==> src/rtl/bka16_share_ctrl.sv <==
// Two-requester controller that time-shares one 16-bit Brent-Kung adder.
// 32-bit adds run as low pass, high pass and, when needed, a carry-increment pass.
module bka16_nocin (
  input  logic [15:0] a_i,
  input  logic [15:0] b_i,
  output logic [15:0] sum_o,
  output logic        cout_o
);
  // Row 0 holds bit generate/propagate. Rows 1-4 are the up-sweep (span 1,2,4,8).
  // Rows 5-7 are the down-sweep (span 4,2,1), which fills in the remaining prefixes.
  logic [7:0][15:0] g, p;

  assign g[0] = a_i & b_i;
  assign p[0] = a_i ^ b_i;

  for (genvar l = 1; l < 8; l++) begin : g_lvl
    localparam int D = (l <= 4) ? (1 << (l - 1)) : (1 << (7 - l));
    for (genvar i = 0; i < 16; i++) begin : g_bit
      localparam bit UP = (l <= 4) && (((i + 1) % (2 * D)) == 0);
      localparam bit DN = (l > 4) && (((i + 1) % (2 * D)) == D) && (i >= 2 * D);
      if (UP || DN) begin : g_op
        assign g[l][i] = g[l-1][i] | (p[l-1][i] & g[l-1][i-D]);
        assign p[l][i] = p[l-1][i] & p[l-1][i-D];
      end else begin : g_pass
        assign g[l][i] = g[l-1][i];
        assign p[l][i] = p[l-1][i];
      end
    end
  end

  assign sum_o  = p[0] ^ {g[7][14:0], 1'b0};
  assign cout_o = g[7][15];
endmodule

module bka16_share_ctrl (
  input  logic        clk,
  input  logic        rst,
  input  logic        req0_valid,
  output logic        req0_ready,
  input  logic        req0_wide,
  input  logic [31:0] req0_a,
  input  logic [31:0] req0_b,
  input  logic        req1_valid,
  output logic        req1_ready,
  input  logic        req1_wide,
  input  logic [31:0] req1_a,
  input  logic [31:0] req1_b,
  output logic        rsp_valid,
  input  logic        rsp_ready,
  output logic        rsp_id,
  output logic [31:0] rsp_sum,
  output logic        rsp_cout
);
  typedef enum logic [2:0] {IDLE, LO, HI, INC, RESP} state_e;

  state_e      state_q;
  logic        rr_q, wide_q, id_q, clo_q, chi_q, cout_q;
  logic [31:0] a_q, b_q, sum_q;

  logic        gnt0, gnt1;
  logic [15:0] add_a, add_b, add_s;
  logic        add_c;

  assign gnt0 = req0_valid & (~req1_valid | ~rr_q);
  assign gnt1 = req1_valid & (~req0_valid |  rr_q);

  // Gated by rst so nothing is offered while reset is held, even though the state sits in IDLE.
  assign req0_ready = (state_q == IDLE) & gnt0 & ~rst;
  assign req1_ready = (state_q == IDLE) & gnt1 & ~rst;

  always_comb begin
    add_a = 16'h0;
    add_b = 16'h0;
    case (state_q)
      LO:      begin add_a = a_q[15:0];    add_b = b_q[15:0];  end
      HI:      begin add_a = a_q[31:16];   add_b = b_q[31:16]; end
      INC:     begin add_a = sum_q[31:16]; add_b = 16'h0001;   end
      default: ;
    endcase
  end

  bka16_nocin u_add (.a_i(add_a), .b_i(add_b), .sum_o(add_s), .cout_o(add_c));

  always_ff @(posedge clk or posedge rst) begin
    if (rst) begin
      state_q <= IDLE;
      rr_q    <= 1'b0;
      wide_q  <= 1'b0;
      id_q    <= 1'b0;
      clo_q   <= 1'b0;
      chi_q   <= 1'b0;
      cout_q  <= 1'b0;
      a_q     <= '0;
      b_q     <= '0;
      sum_q   <= '0;
    end else begin
      case (state_q)
        IDLE: if (gnt0 | gnt1) begin
          a_q     <= gnt1 ? req1_a : req0_a;
          b_q     <= gnt1 ? req1_b : req0_b;
          wide_q  <= gnt1 ? req1_wide : req0_wide;
          id_q    <= gnt1;
          rr_q    <= ~gnt1;
          state_q <= LO;
        end
        LO: begin
          sum_q[15:0] <= add_s;
          clo_q       <= add_c;
          if (wide_q) state_q <= HI;
          else begin
            sum_q[31:16] <= 16'h0;
            cout_q       <= add_c;
            state_q      <= RESP;
          end
        end
        HI: begin
          sum_q[31:16] <= add_s;
          chi_q        <= add_c;
          if (clo_q) state_q <= INC;
          else begin
            cout_q  <= add_c;
            state_q <= RESP;
          end
        end
        INC: begin
          sum_q[31:16] <= add_s;
          cout_q       <= chi_q | add_c;
          state_q      <= RESP;
        end
        RESP: if (rsp_ready) state_q <= IDLE;
        default: state_q <= IDLE;
      endcase
    end
  end

  assign rsp_valid = (state_q == RESP);
  assign rsp_id    = id_q;
  assign rsp_sum   = sum_q;
  assign rsp_cout  = cout_q;
endmodule

==> config.mk <==
export PLATFORM = sky130hd
export DESIGN_NAME = bka16_share_ctrl
export DESIGN_NICKNAME = d
export VERILOG_FILES = /design/src/rtl/bka16_share_ctrl.sv
export SDC_FILE = /design/constraint.sdc
export NUM_CORES = 1
export LEC_CHECK = 0
export ABC_AREA = 0
export ABC_CLOCK_PERIOD_IN_PS = 4200
export CORE_ASPECT_RATIO = 0.9
export CORE_MARGIN = 10
export CORE_UTILIZATION = 40
export CTS_BUF_LIST = sky130_fd_sc_hd__clkbuf_4
export DETAILED_ROUTE_END_ITERATION = 8
export HOLD_SLACK_MARGIN = 0.03
export PLACE_DENSITY = 0.72
export SLEW_MARGIN = 25
export SYNTH_ARGS = -nofsm -noshare
export SYNTH_HDL_FRONTEND = slang
export SYNTH_HIERARCHICAL = 1
export SYNTH_SLANG_ARGS = --single-unit
==> constraint.sdc <==
create_clock -name clk -period 4.2 [get_ports clk]
set_input_delay 0.42 -clock clk [delete_from_list [all_inputs] [get_ports clk]]
set_output_delay 0.42 -clock clk [all_outputs]
set_load 0.05 [all_outputs]
---- Yosys cells after proc, flatten, opt, wreduce, memory -nomap -nowiden ----
Index checks and enable logic that the tools add are counted.
cells by class
  multipliers ............................. 0
  equality and inequality tests ........... 8
  shifts and indexed selects .............. 0
  add/subtract/negate cells ............... 0
  div/mod/pow operators ................... 0
  multiplexer cells ....................... 15
  order comparisons ....................... 0
  bitwise operators ....................... 81
  reductions and logical operators ........ 8
operators by type and width
  operator            number
  $pmux 16 s3         2
  $mux 32             2
  $and 1x1->1         43
  $pmux 16 s2         1
  $xor 16x16->16      2
  $or 1x1->1          30
  $and 16x16->16      1
  $mux 16             1
  $pmux 3 s5          1
  $mux 3              4
  $eq 3x2->1 const B  2
  $reduce_and 2->1    3
  $not 1->1           5
  $ne 2x1->1 const B  2
  $ne 2x2->1 const B  2
  $eq 3x1->1 const B  1
  $eq 3x3->1 const B  1
  $logic_not 3->1     1
  $mux 1              3
  $pmux 1 s3          1
  $reduce_and 3->1    1
  $reduce_bool 3->1   1
  $reduce_bool 2->1   1
  $reduce_or 2->1     1
storage, ports and cells
  latch bits .............................. 0
  ROM bits ................................ 0
  output and inout bits ................... 37
  bits in writable memories ............... 0
  flip-flop bits (word level) ............. 105
  memories ................................ 0
  word-level logic and storage cells ...... 123

---- Logic depth before layout (Yosys ltp) ----
Gate-level depths: netlist (run 1).
  depth after elaboration ................. 17
  depth in mapped cells ................... 15
  mapped depth without buffers ............ 12

---- Cells and area by module ----
The synthesis (run 1) kept the hierarchy.
modules (own cells, without submodules)
  module            cells an instance  area an instance (µm²)  sequential area each (µm²)  times used
  bka16_share_ctrl  446                5210.0                  2627.5                      1
  bka16_nocin       70                 638.1                   0.0                         1

---- Least setup slack after synthesis (run 1) ----
OpenSTA, ideal clock, no wires.
  kind .................................... in2out
  from .................................... input rst
  to ...................................... output req0_ready
  arrival time ............................ 3265 ps
  stages .................................. 2
  buffers on the path ..................... 0
  data required time ...................... 3780 ps
  setup slack ............................. 515 ps
  cell sequence ........................... inv_1 > and2_1
between the ends
  cells in the longest elaborated chain, start to end .. 2
ends and longest elaborated chain
  element          line  text
  start, declared  37    input logic rst,
  $not 1->1        68    assign req0_ready = (state_q == IDLE) & gnt0 & ~rst;
  $and 1x1->1      68
  end, declared    39    output logic req0_ready,
Every way passes these cells.

---- Worst setup path after layout (run 1) ----
  from .................................... register state_q[0]
  to ...................................... register sum_q[15] (netlist: rsp_sum[15])
between the ends
  cells in the longest elaborated chain, start to end .. 16
ends and longest elaborated chain
  element                                          line  text
  start, declared                                  56    state_e state_q;
  start signal, assigned                           86    state_q <= IDLE;
  start signal, assigned                           104   state_q <= LO;
  start signal, assigned                           109   if (wide_q) state_q <= HI;
  $eq 3x2->1 / $eq 3x1->1 (equally long branches)  74    case (state_q)
  $pmux 16 s3 (*)                                  74
  net add_a[0]                                     61    logic [15:0] add_a, add_b, add_s;
  $and 16x16->16 (*)                               13    assign g[0] = a_i & b_i;
  $and 1x1->1 (*)                                  22    assign g[l][i] = g[l-1][i] | (p[l-1][i] & g[l-1][i-D]);
  $or 1x1->1 (*)                                   22
  $and 1x1->1 (*)                                  22
  $or 1x1->1 (*)                                   22
  [... 2 more ...]                                 n/a
  $and 1x1->1 (*)                                  22
  $or 1x1->1 (*)                                   22
  $and 1x1->1 (*)                                  22
  $or 1x1->1 (*)                                   22
  $and 1x1->1 (*)                                  22
  $or 1x1->1 (*)                                   22
  $xor 16x16->16 (*)                               31    assign sum_o = p[0] ^ {g[7][14:0], 1'b0};
  net add_s[15]                                    61
  end signal, assigned                             107   sum_q[15:0] <= add_s;
  end, declared                                    58    logic [31:0] a_q, b_q, sum_q;
The timed path passes the listed nets; every way through them passes the cells marked *.
A chain may end at the register's enable or synchronous reset.

==> results of run 1 <==
==> flip-flops by register name (all words and copies together) (netlist names) <==
register and cells:
state_q 3, wide_q 1, rsp_cout 1, rsp_sum 32, b_q 32, rsp_id 1, clo_q 1, chi_q 1
rr_q 1, a_q 32
==> stage by stage <==
| stage | setup slack (ns) | std cells |
|---|---|---|
| finish | 0.6376 | 859 |
| global route | 0.5201 | 859 |
| CTS | 0.6525 | 859 |
| detailed placement | 0.6665 | 844 |
| global placement | 0.7472 | 844 |
| floorplan | 0.5153 | 516 |
==> power by group <==
part           total, mW  internal, mW  switching (mW)
registers           1.88          1.48           0.404
clock network      0.568         0.236           0.332
logic               3.25          1.39            1.86
==> logic make-up (layout without fill, tap and decap cells) <==
kind of cell	after synthesis	in the layout
xor+xnor	7	7
mux	35	35
simple gates	55	55
flops	105	105
compound gates	220	220
fa+ha+maj	23	23
buf+inv	71	221
==> per-layer routing <==
metal	up-vias	global-route usage, %
li1	2258	-
met1	2454	25.91
met2	198	28.43
met3	7	6.346
met4	0	2.915
met5	-	0
==> cells in the final DEF (no fill, tap or decap), types with 15 or more instances in the layout <==
cell               n
nor2_1            20
a22oi_1           16
dfrtp_1          105
a31oi_1           15
mux2_2            30
buf_4             17
clkdlybuf4s50_1  169
a221o_1           52
o21ai_0           19
a21boi_0          52
inv_1             19
ha_1              15
a22o_1            32
a21oi_1           22
==> layout make-up <==
class | instances | area [um^2]
Clock buffer | 9 | 67.56
Sequential cell | 105 | 2628
Fill cell | 1251 | 6375
Inverter | 20 | 77.57
Timing Repair Buffer | 186 | 1819
Clock inverter | 6 | 83.83
Tap cell | 193 | 241.5
Multi-Input combinational cell | 340 | 2867
==> worst reg2reg max path: stages, from the launching register on <==
cell and delay (ns):
dfrtp_1 0.67, nor2b_1 0.16, a22oi_1 0.22, nor2_1 0.06
ha_1 0.23, fa_1 0.41, a211oi_2 0.32, o211ai_2 0.14
a41oi_2 0.29, o21ai_0 0.17, fa_1 0.39, xor2_1 0.16
mux2_2 0.27
==> worst paths after layout <==
path | endpoint | slack [ns] | depth (start not counted)
setup / recovery | rsp_sum[15] | 0.64 | 12
hold / removal | rsp_cout | 0.38 | 2
setup reg to reg | rsp_sum[15] | 0.64 | 12
hold reg to reg | rsp_sum[12] | 0.51 | 1
max in group asynchronous | b_q[10] | 2.66 | 3
min in group clk | rsp_sum[12] | 0.51 | 1
==> impl_metrics.env, run 1 <==
export IMPL_fmax_mhz=280.7
export IMPL_synth_top_cell_area_share_pct=44.93
export IMPL_drc=0
export IMPL_ctsHtreeMaxLevel=3
export IMPL_clk_latency_ns=0.46
export IMPL_highest_layer="met4"
export IMPL_cts_tree="built"
export IMPL_crit_path_start_kind="flip-flop"
export IMPL_ys_types=43
export IMPL_cp_buffers_inverters=0
export IMPL_core_area_mm2=0.01416
export IMPL_finalSetupViolCount=0
export IMPL_cts_made_buffers=9
export IMPL_arrival_ns=3.92
export IMPL_vias=4917
export IMPL_worst_ir_drop_vdd_uv=382.5
export IMPL_wl_met1_mm=9.037
export IMPL_yosysSeqAreaShare_pct=44.93
export IMPL_ys_top_cells_by_area="dfrtp_1, a221o_1, a21boi_0"
export IMPL_grt_overflow_total=0
export IMPL_dieArea_mm2=0.01986
export IMPL_post_cts_resized=0
export IMPL_synth_xor_area_share_pct=1.048
export IMPL_grt_total_usage_pct=18.80
export IMPL_layout_min_cycle_time_ns=3.562
export IMPL_layout_nets=820
export IMPL_finalCritPeriodShare_pct=84.82
export IMPL_viasPerCell=5.724
export IMPL_outcome="finished clean"
export IMPL_drtAntennaViolNets=0
export IMPL_port_buffers=171
export IMPL_drv_slew=0
export IMPL_cts_setup_buffers=0
export IMPL_yosysMostFrequentCell="dfrtp_1"
export IMPL_num_rows=41
export IMPL_die_width_um=147.5
export IMPL_synth_simple_area_share_pct=5.605
export IMPL_ys_flop_type="dfrtp_1"
export IMPL_async_flop_share_pct=100.0
export IMPL_wl_per_cell_um=22.19
export IMPL_cpPeakStageDelay_ns=0.67
export IMPL_grt_max_degree=69
export IMPL_grt_pass1_vias=5154
export IMPL_syn_area_per_cell_um2=11.33
export IMPL_synth_commonest_cells="dfrtp_1, a21boi_0, a221o_1, a22o_1, mux2_2"
export IMPL_clock_skew_ns=0.02006
export IMPL_cts_hold_buf=0
export IMPL_design_portCount=172
export IMPL_slew_headroom_pct=53.50
export IMPL_cts_sinks=105
export IMPL_power_density_mw_per_mm2=732.7
export IMPL_rr_startpoint="state_q[0]"
export IMPL_synthMuxAreaShare_pct=6.718
export IMPL_fp_dieH_um=134.7
export IMPL_tns_ns=0
export IMPL_antenna_found_initial=0
export IMPL_clock_root_buffer="clkbuf_4"
export IMPL_wl_met3_mm=1.498
export IMPL_hold_class="in2async"
export IMPL_cp_end_kind="flip-flop"
export IMPL_clockBufferDepth=2
export IMPL_cp_startpoint="state_q[0]"
export IMPL_synth_fa_ha_area_share_pct=5.948
export IMPL_worst_path_max_delay_cell="dfrtp_1"
export IMPL_fin_area_mm2=0.007784
export IMPL_whs_ns=0.3827
export IMPL_clk_pin_slew_worst_paths_ns=0.17
export IMPL_wirelength_mm=19.06
export IMPL_hold_violations=0
export IMPL_drt_iter0_markers=315
export IMPL_critical_path_class="reg2reg"
export IMPL_timing_max_cap_violations=0
export IMPL_synth_top_family_by_area="compound AO/OA/AOI/OAI gates"
export IMPL_syn_nets=674
export IMPL_route_met2_wl_mm=8.454
export IMPL_synthCells=516
export IMPL_worstMarginPinSlew_ns=0.6975
export IMPL_syn_area_mm2=0.005848
export IMPL_power_total_mw=5.703
export IMPL_leakagePower_nw=3.293
export IMPL_yosys_warnings=6
export IMPL_synth_compound_area_share_pct=29.57
export IMPL_dr_pass1_iters=4
export IMPL_gp_congestion=0.9202
export IMPL_crit_chain="nor2b_1, a22oi_1, nor2_1, ha_1, fa_1, a211oi_2, o211ai_2, a41oi_2, o21ai_0, fa_1, xor2_1, mux2_2"
export IMPL_antennaDiodeCount=0
export IMPL_drive_gt1_share_pct=10.81
export IMPL_fin_util_pct=54.98
export IMPL_synth_edff_count=0
export IMPL_synth_seq_cells=105
export IMPL_placed_cell_area_mm2=0.007632
export IMPL_rsz0062_at_grt="false"
export IMPL_worstPathRequired_ns=4.56
export IMPL_area_growth_syn_to_layout_pct=33.10
export IMPL_synth_top_cell_by_area="dfrtp_1"
export IMPL_dp_hpwl_mm=14.80
export IMPL_cp_common_cell="fa_1"
export IMPL_grt_pass1_wl_mm=29.88
export IMPL_crit_family="compound AO/OA/AOI/OAI gates"
export IMPL_start_util_pct=41.30
export IMPL_critical_path_max_fanout=12
(Power assumes the default switching activity.)
==> run 2: changes to the inputs <==
--- a/config.mk
+++ b/config.mk
@@ -6,7 +6,7 @@
 export NUM_CORES = 1
 export LEC_CHECK = 0
 export ABC_AREA = 0
-export ABC_CLOCK_PERIOD_IN_PS = 4200
+export ABC_CLOCK_PERIOD_IN_PS = 3300
 export CORE_ASPECT_RATIO = 0.9
 export CORE_MARGIN = 10
 export CORE_UTILIZATION = 40
==> constraint.sdc (replaced) <==
create_clock -name clk -period 3.3 [get_ports clk]
set_input_delay 0.33 -clock clk [delete_from_list [all_inputs] [get_ports clk]]
set_output_delay 0.33 -clock clk [all_outputs]
set_load 0.05 [all_outputs]
==> run 2 against run 1 <==
- final area grew 4.4%
- sequential cell count unchanged
- die area stayed put
- clock skew fell by 0.012 ns
- critical path type unchanged
==> impl_metrics.env, run 2 (same netlist as run 1, synthesis figures left out) <==
export IMPL_outcome="finished clean"
export IMPL_layout_nets=843
export IMPL_fmax_mhz=303.2
export IMPL_cp_buffers_inverters=3
export IMPL_fin_ws_ns=0.002126
export IMPL_worst_path_max_delay_cell="dfrtp_2"
export IMPL_wl_per_cell_um=21.72
export IMPL_grt_max_degree=48
export IMPL_drt_iter0_markers=264
export IMPL_start_util_pct=41.30
export IMPL_tns_ns=0
export IMPL_seqPwrFrac_pct=31.7
export IMPL_timing_max_cap_violations=0
export IMPL_grt_pass1_wl_mm=29.88
export IMPL_finalCritPeriodShare_pct=99.94
export IMPL_clockPowerShare_pct=8.5
export IMPL_worstPathRequired_ns=3.67
export IMPL_grt_total_usage_pct=18.90
export IMPL_layout_cells_non_filler=882
export IMPL_crit_chain="buf_6, nor3b_4, clkbuf_16, clkbuf_4, a22o_1, ha_4, a211oi_4, o211ai_2, a41oi_4, o21ai_2, fa_2, xor2_1, mux2_4"
export IMPL_core_area_mm2=0.01416
export IMPL_cts_sinks=105
export IMPL_grt_busiest_layer="met2"
export IMPL_clk_pin_slew_worst_paths_ns=0.15
export IMPL_clk_latency_ns=0.46
export IMPL_die_width_um=147.5
export IMPL_clockBufferDepth=2
export IMPL_whs_ns=0.1967
export IMPL_dr_pass1_iters=4
export IMPL_antennaDiodeCount=0
export IMPL_post_place_ws_ns=-0.1482
export IMPL_grt_pass1_vias=5192
export IMPL_cts_hold_buf=0
export IMPL_crit_family="compound AO/OA/AOI/OAI gates"
export IMPL_wirelength_mm=19.16
export IMPL_leakagePower_nw=3.416
export IMPL_multi_input_area_mm2=0.002985
export IMPL_clock_root_buffer="clkbuf_4"
export IMPL_dp_cells=859
export IMPL_mostFrequentLayoutCell="clkdlybuf4s50_1"
export IMPL_p_switching_mw=3.410
export IMPL_use_met2_pct=28.05
export IMPL_worst_ir_drop_vdd_uv=457.4
export IMPL_critical_path_class="reg2reg"
export IMPL_vias=4871
export IMPL_area_growth_syn_to_layout_pct=38.90
export IMPL_fillCellCount=1218
export IMPL_port_buffers=171
export IMPL_fin_area_mm2=0.008123
export IMPL_num_rows=41
export IMPL_drtAntennaViolNets=0
export IMPL_finalSetupViolCount=0
export IMPL_combPwrFrac_pct=59.8
export IMPL_clock_skew_ns=0.008438
export IMPL_hold_class="in2async"
export IMPL_regArea_mm2=0.002629
export IMPL_slew_headroom_pct=57.04
export IMPL_hold_violations=0
export IMPL_cts_tree="built"
export IMPL_p_int_mw=4.137
export IMPL_viasPerCell=5.523
export IMPL_p_sw_share_pct=45.18
export IMPL_final_cell_mix="clkdlybuf4s50_1, dfrtp_1, a21boi_0, a221o_1, buf_4"
export IMPL_crit_path_start_kind="flip-flop"
export IMPL_dieArea_mm2=0.01986
export IMPL_cts_made_buffers=9
export IMPL_drc=0
export IMPL_grt_use_met3_pct=5.578
export IMPL_drive_gt1_share_pct=16.26
export IMPL_cpPeakStageDelay_ns=0.52
export IMPL_worstMarginPinSlew_ns=0.6444
export IMPL_cp_end_kind="flip-flop"
export IMPL_grt_overflow_total=0
export IMPL_drv_slew=0
export IMPL_arrival_ns=3.66
export IMPL_layout_min_cycle_time_ns=3.298
export IMPL_design_portCount=172
export IMPL_ctsHtreeMaxLevel=3
export IMPL_power_density_mw_per_mm2=929.1
export IMPL_grtUsageMet1_pct=26.76
export IMPL_antenna_found_initial=0
export IMPL_gp_congestion=0.8793
export IMPL_rsz0062_at_grt="true"
export IMPL_critical_path_max_fanout=8
export IMPL_fp_dieH_um=134.7
export IMPL_placed_cell_area_mm2=0.007799
export IMPL_dp_hpwl_mm=14.94
[run 2: changes by cell type in the layout (fill, tap and decap cells not counted), moves of 3 or more]
cell / delta
buf_4: +15
fa_1: -3
fa_2: +3
mux2_4: +4
ha_1: -4
mux2_2: -3
buf_12: +3
[run 2: routing by layer]
metal	vias to the layer above	routed length, um
met5	-	0
met4	0	172
met3	12	1318
met2	175	8467
met1	2378	9201
li1	2306	-
[run 2: path summary, 6_finish.rpt]
check | start | endpoint | slack (ns) | cells after the start
min in group clk | req1_a[22] | a_q[22] | 0.44 | 3
hold reg to reg | rsp_sum[10] | rsp_sum[10] | 0.53 | 1
hold / removal | rst | rsp_id | 0.20 | 2
setup reg to reg | state_q[1] | rsp_sum[15] | 0.002 | 13
max in group asynchronous | rst | a_q[5] | 2.21 | 3
setup / recovery | state_q[1] | rsp_sum[15] | 0.002 | 13
[run 2: cell type report]
class | instances | area share [%]
tap | 193 | 2.973
sequential | 105 | 32.36
multi-input combinational | 340 | 36.75
inverter | 20 | 0.9704
clock buffer | 9 | 0.8318
timing repair buffer | 209 | 25.39
clock inverter | 6 | 0.7240
[run 2: stage by stage]
| stage | util (%) | power [mW] |
|---|---|---|
| 2_1_floorplan | - | 5.232 |
| 3_3_place_gp | 55.08 | 6.608 |
| 3_5_place_dp | 55.08 | 6.703 |
| 4_1_cts | 56.28 | 7.405 |
| 5_1_grt | 57.37 | 8.027 |
| 6_report | 57.37 | 7.547 |
[run 2: power groups by stage]
stage	Sequential (mW)	Combinational (mW)	Clock (mW)
after floorplan	2.74	2.49	0
after global placement	2.38	4.22	0
after detailed placement	2.38	4.32	0
after CTS	2.37	4.38	0.660
after global routing	2.45	4.87	0.711
final	2.39	4.51	0.644
[run 2: what timing repair did]
item                       4_1_cts  5_1_grt
setup endpoints to repair        8        9
pin swaps                        6       12
setup buffers                    1        7
resized for setup               11       21
==> run 3: changes to the inputs <==
--- a/config.mk
+++ b/config.mk
@@ -6,7 +6,8 @@
 export NUM_CORES = 1
 export LEC_CHECK = 0
 export ABC_AREA = 0
-export ABC_CLOCK_PERIOD_IN_PS = 3300
+export ABC_CLOCK_PERIOD_IN_PS = 3050
+export CAP_MARGIN = 10
 export CORE_ASPECT_RATIO = 0.9
 export CORE_MARGIN = 10
 export CORE_UTILIZATION = 40
==> constraint.sdc (replaced) <==
create_clock -name clk -period 3.05 [get_ports clk]
set_input_delay 0.305 -clock clk [delete_from_list [all_inputs] [get_ports clk]]
set_output_delay 0.305 -clock clk [all_outputs]
set_load 0.05 [all_outputs]
==> run 3 against run 2 <==
- the flow now finishes with violations (setup timing)
- wire length up 0.23%
- sequential cell count stayed put
- non-clock buffer count is 17 higher
- die area unchanged
- maximum frequency increased by 1.1%
- power is 11% higher
- hold slack worse by 0.085 ns
- final area grew 1.9%
- largest cell class unchanged
- largest power group unchanged
- highest routed layer unchanged
==> impl_metrics.env, run 3 (same netlist as run 1, synthesis figures left out) <==
export IMPL_clock_skew_ns=0.01622
export IMPL_cts_sinks=105
export IMPL_clockPowerShare_pct=8.5
export IMPL_layout_nets=860
export IMPL_power_density_mw_per_mm2=1010
export IMPL_port_buffers=171
export IMPL_wl_met1_mm=8.806
export IMPL_critical_path_class="reg2reg"
export IMPL_viasPerCell=5.613
export IMPL_finalCritPeriodShare_pct=106.9
export IMPL_seqPwrFrac_pct=30.8
export IMPL_hold_violations=0
export IMPL_start_util_pct=41.30
export IMPL_dp_hpwl_mm=15.08
export IMPL_drc=0
export IMPL_drv_slew=0
export IMPL_cts_made_buffers=9
export IMPL_fin_util_pct=58.48
export IMPL_highest_layer="met4"
export IMPL_worstPathRequired_ns=3.45
export IMPL_fmax_mhz=306.6
export IMPL_route_met2_wl_mm=8.597
export IMPL_grt_overflow_total=0
export IMPL_multi_input_area_mm2=0.002993
export IMPL_antenna_found_initial=1
export IMPL_slew_headroom_pct=58.18
export IMPL_wl_per_cell_um=21.31
export IMPL_fin_area_mm2=0.008280
export IMPL_p_int_mw=4.642
export IMPL_clk_latency_ns=0.50
export IMPL_p_sw_share_pct=44.50
export IMPL_final_cell_mix="clkdlybuf4s50_1, dfrtp_1, a21boi_0, a221o_1, buf_4"
export IMPL_combPwrFrac_pct=60.8
export IMPL_leakagePower_nw=3.527
export IMPL_num_rows=41
export IMPL_critical_path_max_fanout=6
export IMPL_clockBufferDepth=2
export IMPL_power_total_mw=8.365
export IMPL_mostFrequentLayoutCell="clkdlybuf4s50_1"
export IMPL_gp_congestion=0.9828
export IMPL_fin_ws_ns=-0.2111
export IMPL_hold_class="in2async"
export IMPL_vias=5057
export IMPL_regArea_mm2=0.002630
export IMPL_area_growth_syn_to_layout_pct=41.59
export IMPL_finalSetupViolCount=14
export IMPL_worst_ir_drop_vdd_uv=488.9
export IMPL_die_width_um=147.5
export IMPL_fp_dieH_um=134.7
export IMPL_rsz0062_at_grt="true"
export IMPL_layout_cells_non_filler=901
export IMPL_worstMarginPinSlew_ns=0.6273
export IMPL_cp_end_kind="flip-flop"
export IMPL_arrival_ns=3.66
export IMPL_placed_cell_area_mm2=0.007929
export IMPL_post_place_ws_ns=-0.2981
export IMPL_dp_cells=874
export IMPL_drive_gt1_share_pct=19.38
export IMPL_wl_met3_mm=1.584
export IMPL_timing_max_cap_violations=0
export IMPL_tns_ns=-1.834
export IMPL_clock_root_buffer="clkbuf_4"
export IMPL_dieArea_mm2=0.01986
export IMPL_dr_pass1_iters=4
export IMPL_crit_path_start_kind="flip-flop"
export IMPL_clk_pin_slew_worst_paths_ns=0.15
export IMPL_drtAntennaViolNets=0
export IMPL_violations="setup timing"
export IMPL_cts_tree="built"
export IMPL_grt_total_usage_pct=18.93
export IMPL_design_portCount=172
export IMPL_core_area_mm2=0.01416
export IMPL_whs_ns=0.1117
export IMPL_wirelength_mm=19.20
export IMPL_grt_pass1_wl_mm=29.86
export IMPL_p_switching_mw=3.723
export IMPL_grt_pass1_vias=5422
export IMPL_grt_max_degree=68
export IMPL_fillCellCount=1173
export IMPL_outcome="complete, but fails checks"
export IMPL_ctsHtreeMaxLevel=3
export IMPL_drt_iter0_markers=315
export IMPL_layout_min_cycle_time_ns=3.261
-- run 3: cell count changes in the layout (fill, tap and decap cells not counted), moves of 2 or more --
cell     delta
mux2_2      -2
buf_4      +15
a21oi_2     +2
ha_1        +2
buf_6       +3
mux2_4      +3
fa_2        +2
fa_1        -2
a21oi_1     -2
-- run 3: critical path, cell delays in order, from the launching register on --
cell and delay, ns:
dfrtp_2 0.50, buf_6 0.16, nor2b_4 0.14, a22oi_2 0.17, nor2_2 0.06, ha_2 0.18
fa_2 0.37, a211oi_4 0.27, o211ai_2 0.15, a41oi_2 0.30, inv_1 0.10, fa_2 0.34
xor2_1 0.16, mux2_4 0.26
-- run 3: cell type report --
type | instances | area share (%)
inverter | 20 | 0.9519
tap | 193 | 2.916
timing repair buffer | 226 | 26.58
clock buffer | 10 | 0.9066
multi-input combinational | 340 | 36.14
sequential | 105 | 31.76
antenna | 1 | 0.03022
clock inverter | 6 | 0.7102
-- run 3: routing by layer --
metal	vias to the layer above	global-route usage (%)
li1	2345	-
met5	-	0
met4	0	4.345
met3	22	6.847
met2	205	28.53
met1	2485	25.43
-- run 3: power groups by stage --
stage | clock, mW | combinational [mW] | sequential [mW]
final | 0.708 | 5.08 | 2.57
after global routing | 0.785 | 5.50 | 2.64
after CTS | 0.728 | 4.89 | 2.56
after detailed placement | 0 | 4.84 | 2.59
after global placement | 0 | 4.72 | 2.59
after floorplan | 0 | 2.76 | 2.97
-- run 3: worst paths after layout --
check | start | to | slack, ns | cells past startpoint
worst max-delay path | state_q[1] | rsp_sum[13] | -0.21 | 13
worst min-delay path | rst | rsp_sum[15] | 0.11 | 2
worst max register to register | state_q[1] | rsp_sum[13] | -0.21 | 13
worst min register to register | rsp_sum[1] | rsp_sum[1] | 0.53 | 1
max in group asynchronous | rst | rsp_sum[6] | 2.12 | 3
min in group clk | req0_a[28] | a_q[28] | 0.38 | 3
-- run 3: timing repair --
item                                    CTS  global route
endpoints found under the setup margin   20            23
pin swaps                                 5             6
gates cloned                              0             1
resized for setup                         5            27
hold buffers                              0             0
setup buffers                             2             7
